===== src/rtl/llpm_select_rr_if.sv =====
`default_nettype none
// +--------------------------------------------------------------------------+
// | llpm_select_rr_if : valid/bp bundle for the N:1 round-robin select.      |
// | x_last/a_last exist only when LLPM_SELECT_RR_LOCK_EN is defined.         |
// | Revision: 1.0                                                            |
// +--------------------------------------------------------------------------+
interface llpm_select_rr_if #(
  parameter int WIDTH            = 8,
  parameter int NUM_INPUTS       = 4,
  parameter int CLOG2_NUM_INPUTS = 2
);
  logic [NUM_INPUTS*WIDTH-1:0] x;
  logic [NUM_INPUTS-1:0]       x_valid;
  logic [NUM_INPUTS-1:0]       x_bp;
  logic [WIDTH-1:0]            a;
  logic                        a_valid;
  logic                        a_bp;
  logic [CLOG2_NUM_INPUTS-1:0] a_sel;
`ifdef LLPM_SELECT_RR_LOCK_EN
  logic [NUM_INPUTS-1:0]       x_last;
  logic                        a_last;

  modport master (output x, x_valid, x_last, a_bp,
                  input  x_bp, a, a_valid, a_sel, a_last);
  modport slave  (input  x, x_valid, x_last, a_bp,
                  output x_bp, a, a_valid, a_sel, a_last);
`else
  modport master (output x, x_valid, a_bp,
                  input  x_bp, a, a_valid, a_sel);
  modport slave  (input  x, x_valid, a_bp,
                  output x_bp, a, a_valid, a_sel);
`endif
endinterface
`default_nettype wire


===== src/rtl/llpm_select_rr.sv =====
`default_nettype none
// +--------------------------------------------------------------------------+
// | llpm_select_rr : fair N:1 round-robin select, one-entry registered slot. |
// | Packet locking enabled by defining LLPM_SELECT_RR_LOCK_EN.               |
// | Revision: 1.0                                                            |
// +--------------------------------------------------------------------------+
module llpm_select_rr #(
  parameter int WIDTH            = 8,
  parameter int NUM_INPUTS       = 4,
  parameter int CLOG2_NUM_INPUTS = 2
) (
  input  wire logic       clk,
  input  wire logic       reset,
  llpm_select_rr_if.slave bus
);

  logic [WIDTH-1:0]            r_a;
  logic                        r_a_valid;
  logic [CLOG2_NUM_INPUTS-1:0] r_a_sel;
  logic [CLOG2_NUM_INPUTS-1:0] r_last_grant;

  logic [NUM_INPUTS-1:0]       w_req;
  logic [NUM_INPUTS-1:0]       w_rot;
  logic [NUM_INPUTS-1:0]       w_x_bp;
  logic                        w_load;
  logic                        w_has_valid;
  logic [CLOG2_NUM_INPUTS-1:0] w_grant;
  logic [WIDTH-1:0]            w_sel_data;

`ifdef LLPM_SELECT_RR_LOCK_EN
  logic                        r_a_last;
  logic                        r_locked;
  logic [CLOG2_NUM_INPUTS-1:0] r_lock_ch;
  logic                        w_sel_last;
`endif

  assign w_load = ~r_a_valid | ~bus.a_bp;

  always_comb begin : p_req
    w_req = bus.x_valid;
`ifdef LLPM_SELECT_RR_LOCK_EN
    // A locked message masks every other requester, even while its own valid is low.
    if (r_locked) begin
      w_req            = '0;
      w_req[r_lock_ch] = bus.x_valid[r_lock_ch];
    end
`endif
  end

  // Rotate so bit 0 is the channel after last_grant; the first set bit wins.
  always_comb begin : p_arb
    int idx;
    w_rot       = NUM_INPUTS'({w_req, w_req} >> (int'(r_last_grant) + 1));
    w_has_valid = 1'b0;
    w_grant     = '0;
    idx         = 0;
    for (int j = 0; j < NUM_INPUTS; j++) begin
      if (!w_has_valid && w_rot[j]) begin
        w_has_valid = 1'b1;
        idx         = int'(r_last_grant) + 1 + j;
        if (idx >= NUM_INPUTS) begin
          idx = idx - NUM_INPUTS;
        end
        w_grant = CLOG2_NUM_INPUTS'(idx);
      end
    end
  end

  always_comb begin : p_mux
    w_sel_data = '0;
    w_x_bp     = '1;
`ifdef LLPM_SELECT_RR_LOCK_EN
    w_sel_last = 1'b0;
`endif
    for (int i = 0; i < NUM_INPUTS; i++) begin
      if (w_grant == CLOG2_NUM_INPUTS'(i)) begin
        w_sel_data = bus.x[i*WIDTH +: WIDTH];
`ifdef LLPM_SELECT_RR_LOCK_EN
        w_sel_last = bus.x_last[i];
`endif
        w_x_bp[i]  = ~(w_load & w_has_valid & ~reset);
      end
    end
  end

  always_ff @(posedge clk) begin : p_slot
    if (reset) begin
      r_a          <= '0;
      r_a_valid    <= 1'b0;
      r_a_sel      <= '0;
      r_last_grant <= CLOG2_NUM_INPUTS'(NUM_INPUTS - 1);
`ifdef LLPM_SELECT_RR_LOCK_EN
      r_a_last     <= 1'b0;
      r_locked     <= 1'b0;
      r_lock_ch    <= '0;
`endif
    end else if (w_load) begin
      if (w_has_valid) begin
        r_a          <= w_sel_data;
        r_a_sel      <= w_grant;
        r_a_valid    <= 1'b1;
        r_last_grant <= w_grant;
`ifdef LLPM_SELECT_RR_LOCK_EN
        r_a_last     <= w_sel_last;
        r_locked     <= ~w_sel_last;
        r_lock_ch    <= w_grant;
`endif
      end else begin
        r_a_valid <= 1'b0;
      end
    end
  end

  assign bus.x_bp    = w_x_bp;
  assign bus.a       = r_a;
  assign bus.a_valid = r_a_valid;
  assign bus.a_sel   = r_a_sel;
`ifdef LLPM_SELECT_RR_LOCK_EN
  assign bus.a_last  = r_a_last;
`endif

endmodule
`default_nettype wire


===== src/flat_wrapper.sv =====
// flat-port wrapper written by rule: the top's interface ports become plain ports
module llpm_select_rr_flat 
#(
  parameter int WIDTH            = 8,
  parameter int NUM_INPUTS       = 4,
  parameter int CLOG2_NUM_INPUTS = 2
)
  (clk, reset, bus_x, bus_x_valid, bus_a_bp, bus_x_bp, bus_a, bus_a_valid, bus_a_sel);
  llpm_select_rr_if #(.WIDTH(WIDTH), .NUM_INPUTS(NUM_INPUTS), .CLOG2_NUM_INPUTS(CLOG2_NUM_INPUTS)) bus_i ();
  input  wire logic clk;
  input  wire logic reset;
  input wire logic [$bits(bus_i.x)-1:0] bus_x;
  input wire logic [$bits(bus_i.x_valid)-1:0] bus_x_valid;
  input wire logic [$bits(bus_i.a_bp)-1:0] bus_a_bp;
  output wire logic [$bits(bus_i.x_bp)-1:0] bus_x_bp;
  output wire logic [$bits(bus_i.a)-1:0] bus_a;
  output wire logic [$bits(bus_i.a_valid)-1:0] bus_a_valid;
  output wire logic [$bits(bus_i.a_sel)-1:0] bus_a_sel;
  assign bus_i.x = bus_x;
  assign bus_i.x_valid = bus_x_valid;
  assign bus_i.a_bp = bus_a_bp;
  assign bus_x_bp = bus_i.x_bp;
  assign bus_a = bus_i.a;
  assign bus_a_valid = bus_i.a_valid;
  assign bus_a_sel = bus_i.a_sel;
  llpm_select_rr #(.WIDTH(WIDTH), .NUM_INPUTS(NUM_INPUTS), .CLOG2_NUM_INPUTS(CLOG2_NUM_INPUTS)) u_core (.clk(clk), .reset(reset), .bus(bus_i));
endmodule

===== config.mk =====
export PLATFORM = sky130hd
export DESIGN_NAME = llpm_select_rr_flat
export DESIGN_NICKNAME = d
export VERILOG_FILES = /design/src/rtl/llpm_select_rr_if.sv /design/src/rtl/llpm_select_rr.sv /design/src/flat_wrapper.sv
export SDC_FILE = /design/constraint.sdc
export NUM_CORES = 1
export LEC_CHECK = 0
export ABC_AREA = 0
export ABC_CLOCK_PERIOD_IN_PS = 4000
export CAP_MARGIN = 20
export CORE_MARGIN = 10
export CORE_UTILIZATION = 35
export CTS_CLUSTER_DIAMETER = 150
export DETAILED_ROUTE_END_ITERATION = 7
export PLACE_DENSITY = 0.88
export SYNTH_ARGS = -nofsm -noshare
export SYNTH_HDL_FRONTEND = slang
export SYNTH_SLANG_ARGS = --single-unit
export TNS_END_PERCENT = 50

===== constraint.sdc =====
create_clock -name clk -period 4 [get_ports clk]
set_input_delay 0.8 -clock clk [delete_from_list [all_inputs] [get_ports clk]]
set_output_delay 0.8 -clock clk [all_outputs]
set_load 0.01 [all_outputs]

; ---- Yosys cells after proc, flatten, opt, wreduce, memory -nomap -nowiden
; Cells that the tools add are included.
[classes]
n_mux = 21
shift = 1
reduce_logical = 8
n_eq_ne = 3
bitwise_logic = 7
add_sub_neg = 8
n_lt_le_gt_ge = 4
[op_table]
columns = op, n
row1 = ">= comparator 32 x 4 -> 1 bit, second input constant", 3
row2 = two-way mux 8 bit, 4
row3 = two-way mux 2 bit, 8
row4 = two-way mux 1 bit, 9
row5 = "adder 3 x 2 -> 4 bit, second input constant", 2
row6 = right shift 8 x 3 -> 4 bit, 1
row7 = "subtractor 2 x 1 -> 2 bit, second input constant", 4
row8 = "adder 3 x 1 -> 4 bit, second input constant", 1
row9 = "equality test 2 bit, second input constant", 2
row10 = inverter 1 bit, 4
row11 = "adder 2 x 1 -> 3 bit, second input constant", 1
row12 = ">= comparator 3 bit, second input constant", 1
row13 = logical AND 1 bit, 3
row14 = logical NOT 1 bit, 3
row15 = AND 1 bit, 2
row16 = "equality test 2 x 1 -> 1 bit, second input constant", 1
row17 = logical NOT 2 bit, 1
row18 = AND reduction 2 bit, 1
row19 = bitwise OR 1 bit, 1
[totals]
register_bits = 13
out_inout_bits = 15
in_bits = 39
elab_cells = 56

; ---- Logic depth before layout (Yosys ltp)
[logic_depth]
ltp_word = 17
ltp_mapped = 6
depth_no_buf = 5

; ---- Worst setup path after synthesis
; Ideal clock, no wire load.
[synth_timing]
path_type = input port to output port
startpoint = input bus_x_valid[3]
endpoint = output bus_x_bp[2]
arrival_ns = 1.842
slack_ns = 1.358
required_time_ns = 3.200
cell_stages = 5
path_buffers = 1
cell_sequence = nor2b_1 -> o21ai_1 -> o311ai_2 -> buf_2 -> or3_1
[synth_between]
elab_chain_len = 15
elab_cells_between_ends = 20
classes_between = eq/ne: 1 / shift: 1 / mux: 9 / bitwise: 3 / reduce/logical: 6
[synth_lines]
columns = element, line
row1 = "start, declared", flat_wrapper.sv:13  ; input wire logic [$bits(bus_i.x_valid)-1:0] bus_x_valid;
row2 = right shift 8 x 3 -> 4 bit *, llpm_select_rr.sv:53  ; w_rot = NUM_INPUTS'({w_req, w_req} >> (int'(r_last_grant) + 1));
row3 = two-way mux 1 bit, llpm_select_rr.sv:58  ; if (!w_has_valid && w_rot[j]) begin
row4 = logical NOT 1 bit, llpm_select_rr.sv:58
row5 = logical AND 1 bit, llpm_select_rr.sv:58
row6 = two-way mux 1 bit, llpm_select_rr.sv:58
row7 = logical NOT 1 bit, llpm_select_rr.sv:58
row8 = logical AND 1 bit, llpm_select_rr.sv:58
row9 = two-way mux 1 bit, llpm_select_rr.sv:58
row10 = logical NOT 1 bit, llpm_select_rr.sv:58
row11 = logical AND 1 bit, llpm_select_rr.sv:58
row12 = two-way mux 1 bit, llpm_select_rr.sv:58
row13 = AND 1 bit (2 in a row), llpm_select_rr.sv:81  ; w_x_bp[i] = ~(w_load & w_has_valid & ~reset);
row14 = inverter 1 bit, llpm_select_rr.sv:81
row15 = two-way mux 1 bit *, llpm_select_rr.sv:76  ; if (w_grant == CLOG2_NUM_INPUTS'(i)) begin
row16 = "end, declared", flat_wrapper.sv:15  ; output wire logic [$bits(bus_i.x_bp)-1:0] bus_x_bp;
; Mark *: on every way between the ends. The rest lies on a longest branch, timed or not.

; ---- Worst setup path in the final report
; Ends and elaborated chain as after synthesis.

==> results.toml <==
[timing]
fin_setup_tns_ns = 0
fin_hold_ws_ns = 0.4789
skew_ns = 0.003805
relSlewSlack = 0.6311
post-route-period-util = 0.8964
slew_violations = 0
grt_setup_unrepaired = "no"
finalSetupViolations = 0
fin_crit_ns = 3.586
fmax_mhz = 278.9
hold_viol = 0
setup_ws_ns = 0.4143
worst_slew_pin_slew_ns = 0.5525

[setup_path]
cp.required_ns = 3.20
crit_path_max_incr_delay_ns = 0.51
r2r-start = "u_core.r_last_grant[1]"
worst_setup_path_start_kind = "input port"
worstPathMaxFanout = 7
arrival_ns = 2.79
critPathMostFrequentCell = "clkdlybuf4s50_1"
path_buf_inv = 2
critPathCapture = "bus_x_bp[2]"
end_kind = "output pin"
cp_cell_sequence = "clkdlybuf4s50_1, nor2b_1, o21ai_1, o311ai_2, or3_1, clkdlybuf4s50_1"
cp.depth = 6
reg2reg_depth = 6
slowest_stage = "clkdlybuf4s50_1"
crit_start = "bus_x_valid[3]"
r2r_setup_slack_ns = 2.32
critical-path-top-delay-family = "buffers and inverters"
r2r-end = "u_core.bus.a[3]"
crit_type = "in -> out"

[layout]
nets = 189
seqCellArea_um2 = 260.3
area_delta_synth_final_pct = 70.85
drive_above_1_share = 0.1812
multi_input_area_um2 = 560.5
n_fill_cell = 206
diodes = 0

[synth]
synthMuxAreaShare = 0.2915
synth_xor_xnor_area_share = 0
synth_warnings = 0
synth_fa_ha_area_frac = 0
yosysSeqAreaShare = 0.3032
synth_cells = 91
syn_avg_cell_area_um2 = 9.432
synthTopCellsByArea = "dfxtp_1, mux2i_1, mux2_2, nand3b_1, o21ai_2"
ys_types = 25
synth_top_area_cell = "dfxtp_1"
yosys_register_bits = 13
synth-compound-area-share = 0.1618
syn_nets = 130
netlist_area_um2 = 858.3
synthSimpleGateAreaFrac = 0.1997
synth.top_cell.area_share = 0.3032
synth_top_family_by_area = "multiplexers"

[clocking]
cts_resized = 0
cts_num_sinks = 13
cts.htree.levels = 1
cts_buffers = 3
root_buffer = "clkbuf_4"
cts_tree = "yes"
clock_path_buffers = 2
cts-hold-fix-buffers = 0
clk_pin_slew_ns = 0.08
postCtsSetupBuffers = 0
clock_latency_ns = 0.28

[hold_path]
hp-class = "reg -> reg"

[route]
vias = 933
detail_route.iter0.violations = 10
wl_per_cell_um = 16.76
wirelength_um = 2967
routed_via_density = 5.271
drc_errors = 0
postRouteAntennaNets = 0
drtPass1Iterations = 4

[die]
placementRows = 17
start_util = 0.3771
die_w_um = 69.52
io_pins = 54
fp.dieH_um = 69.52
dieArea_mm2 = 0.004833
coreArea_mm2 = 0.002276

[grt]
grt_pass1_vias = 990
grt_max_degree = 16
antenna_found_initial = 0
grt_pass1_wl_um = 4761
grt_util_all_layers = 0.1167
grt_overflow = 0

[power_and_ir_drop]
p_per_area_mw_per_mm2 = 291.3
peakVddDrop_mv = 0.1790
p_leak_nw = 0.6011

[job]
drv_cap = 0

[status]
status = "complete, no violations"

[placed_design]
gp_congestion = 0.7254
place_hpwl_um = 2551
portBuffers = 53
place_ws_ns = 0.4279
[layout by cell type, fill, tap and decap left out, types with 4 or more instances in the layout]
cell type	instances
buf_4	7
clkdlybuf4s50_1	53
dfxtp_1	13
mux2_2	8
mux2i_1	16
nand2b_1	4
nand3b_1	9
nor2_1	8
o21ai_1	5
o21ai_2	5
[worst min-delay path: stages (launching register included)]
cell      delay (ns)
dfxtp_1         0.31
nand3b_1        0.07
o21ai_1         0.05
[report_power, final]
part           switching, mW  leakage, nW  internal [mW]  total, mW
Sequential           0.00970        0.108          0.145      0.155
Clock                 0.0457       0.0177         0.0371     0.0828
Combinational         0.0751        0.475          0.115      0.190
Total                  0.130        0.601          0.297      0.427
[routing by layer]
| metal | vias up | wire length [um] | track usage |
|---|---|---|---|
| met5 | - | 0 | 0 |
| met4 | 0 | 21 | 0.03326 |
| met3 | 4 | 308 | 0.06277 |
| met2 | 45 | 1464 | 0.1946 |
| met1 | 436 | 1174 | 0.1237 |
| li1 | 448 | - | - |
[Yosys cell counts]
library cell / count
mux2i_1: 16
dfxtp_1: 13
nand3b_1: 9
mux2_2: 8
nor2_1: 8
o21ai_1: 5
o21ai_2: 5
nand2b_1: 4
a21oi_1: 3
buf_2: 3
nand2_1: 2
nor2b_1: 2
a211o_1: 1
a21o_1: 1
buf_4: 1
buf_6: 1
clkbuf_1: 1
nand3_1: 1
nor3_1: 1
nor4_1: 1
o21bai_1: 1
o221ai_2: 1
o311ai_2: 1
or2_2: 1
or3_1: 1
[worst min-delay path by stage]
| stage | from | end | depth (start not counted) |
|---|---|---|---|
| after floorplan | u_core.r_last_grant[0] | u_core.r_last_grant[0] | 2 |
| after global placement | u_core.bus.a[1] | u_core.bus.a[1] | 2 |
| after detailed placement | u_core.bus.a[3] | u_core.bus.a[3] | 2 |
| after CTS | u_core.bus.a[3] | u_core.bus.a[3] | 2 |
| after global routing | u_core.bus.a[0] | u_core.bus.a[0] | 2 |
| final | u_core.bus.a[3] | u_core.bus.a[3] | 2 |
[metrics by stage]
step / cell area [um2] / util / instances / power (mW)
6_report: 1466 / 0.6443 / 177 / 0.4271
5_1_grt: 1466 / 0.6443 / 177 / 0.4537
3_5_place_dp: 1439 / 0.6322 / 173 / 0.3489
3_3_place_gp: 1439 / 0.6322 / 173 / 0.3426
4_1_cts: 1466 / 0.6443 / 177 / 0.4321
2_1_floorplan: 858.3 / - / 91 / 0.2540
[sequential cells by signal, summed over array words and instances, names as in the netlist]
| name | cells |
|---|---|
| u_core.r_last_grant | 2 |
| u_core.bus.a | 8 |
| u_core.bus.a_sel | 2 |
| u_core.bus.a_valid | 1 |
[cell type report]
class	instances	area share
multi-input cells	72	0.3823
clock inverters	1	0.003413
flip-flops and latches	13	0.1775
clock buffers	3	0.01536
well taps	28	0.02389
repair buffers	60	0.3976
[logic make-up after synthesis]
group	after synthesis
buffers and inverters	6
and+or+nand+nor	30
muxes	24
AOI/OAI and AO/OA	18
DFF	13
Note: power is estimated with default switching activity, not from simulation.
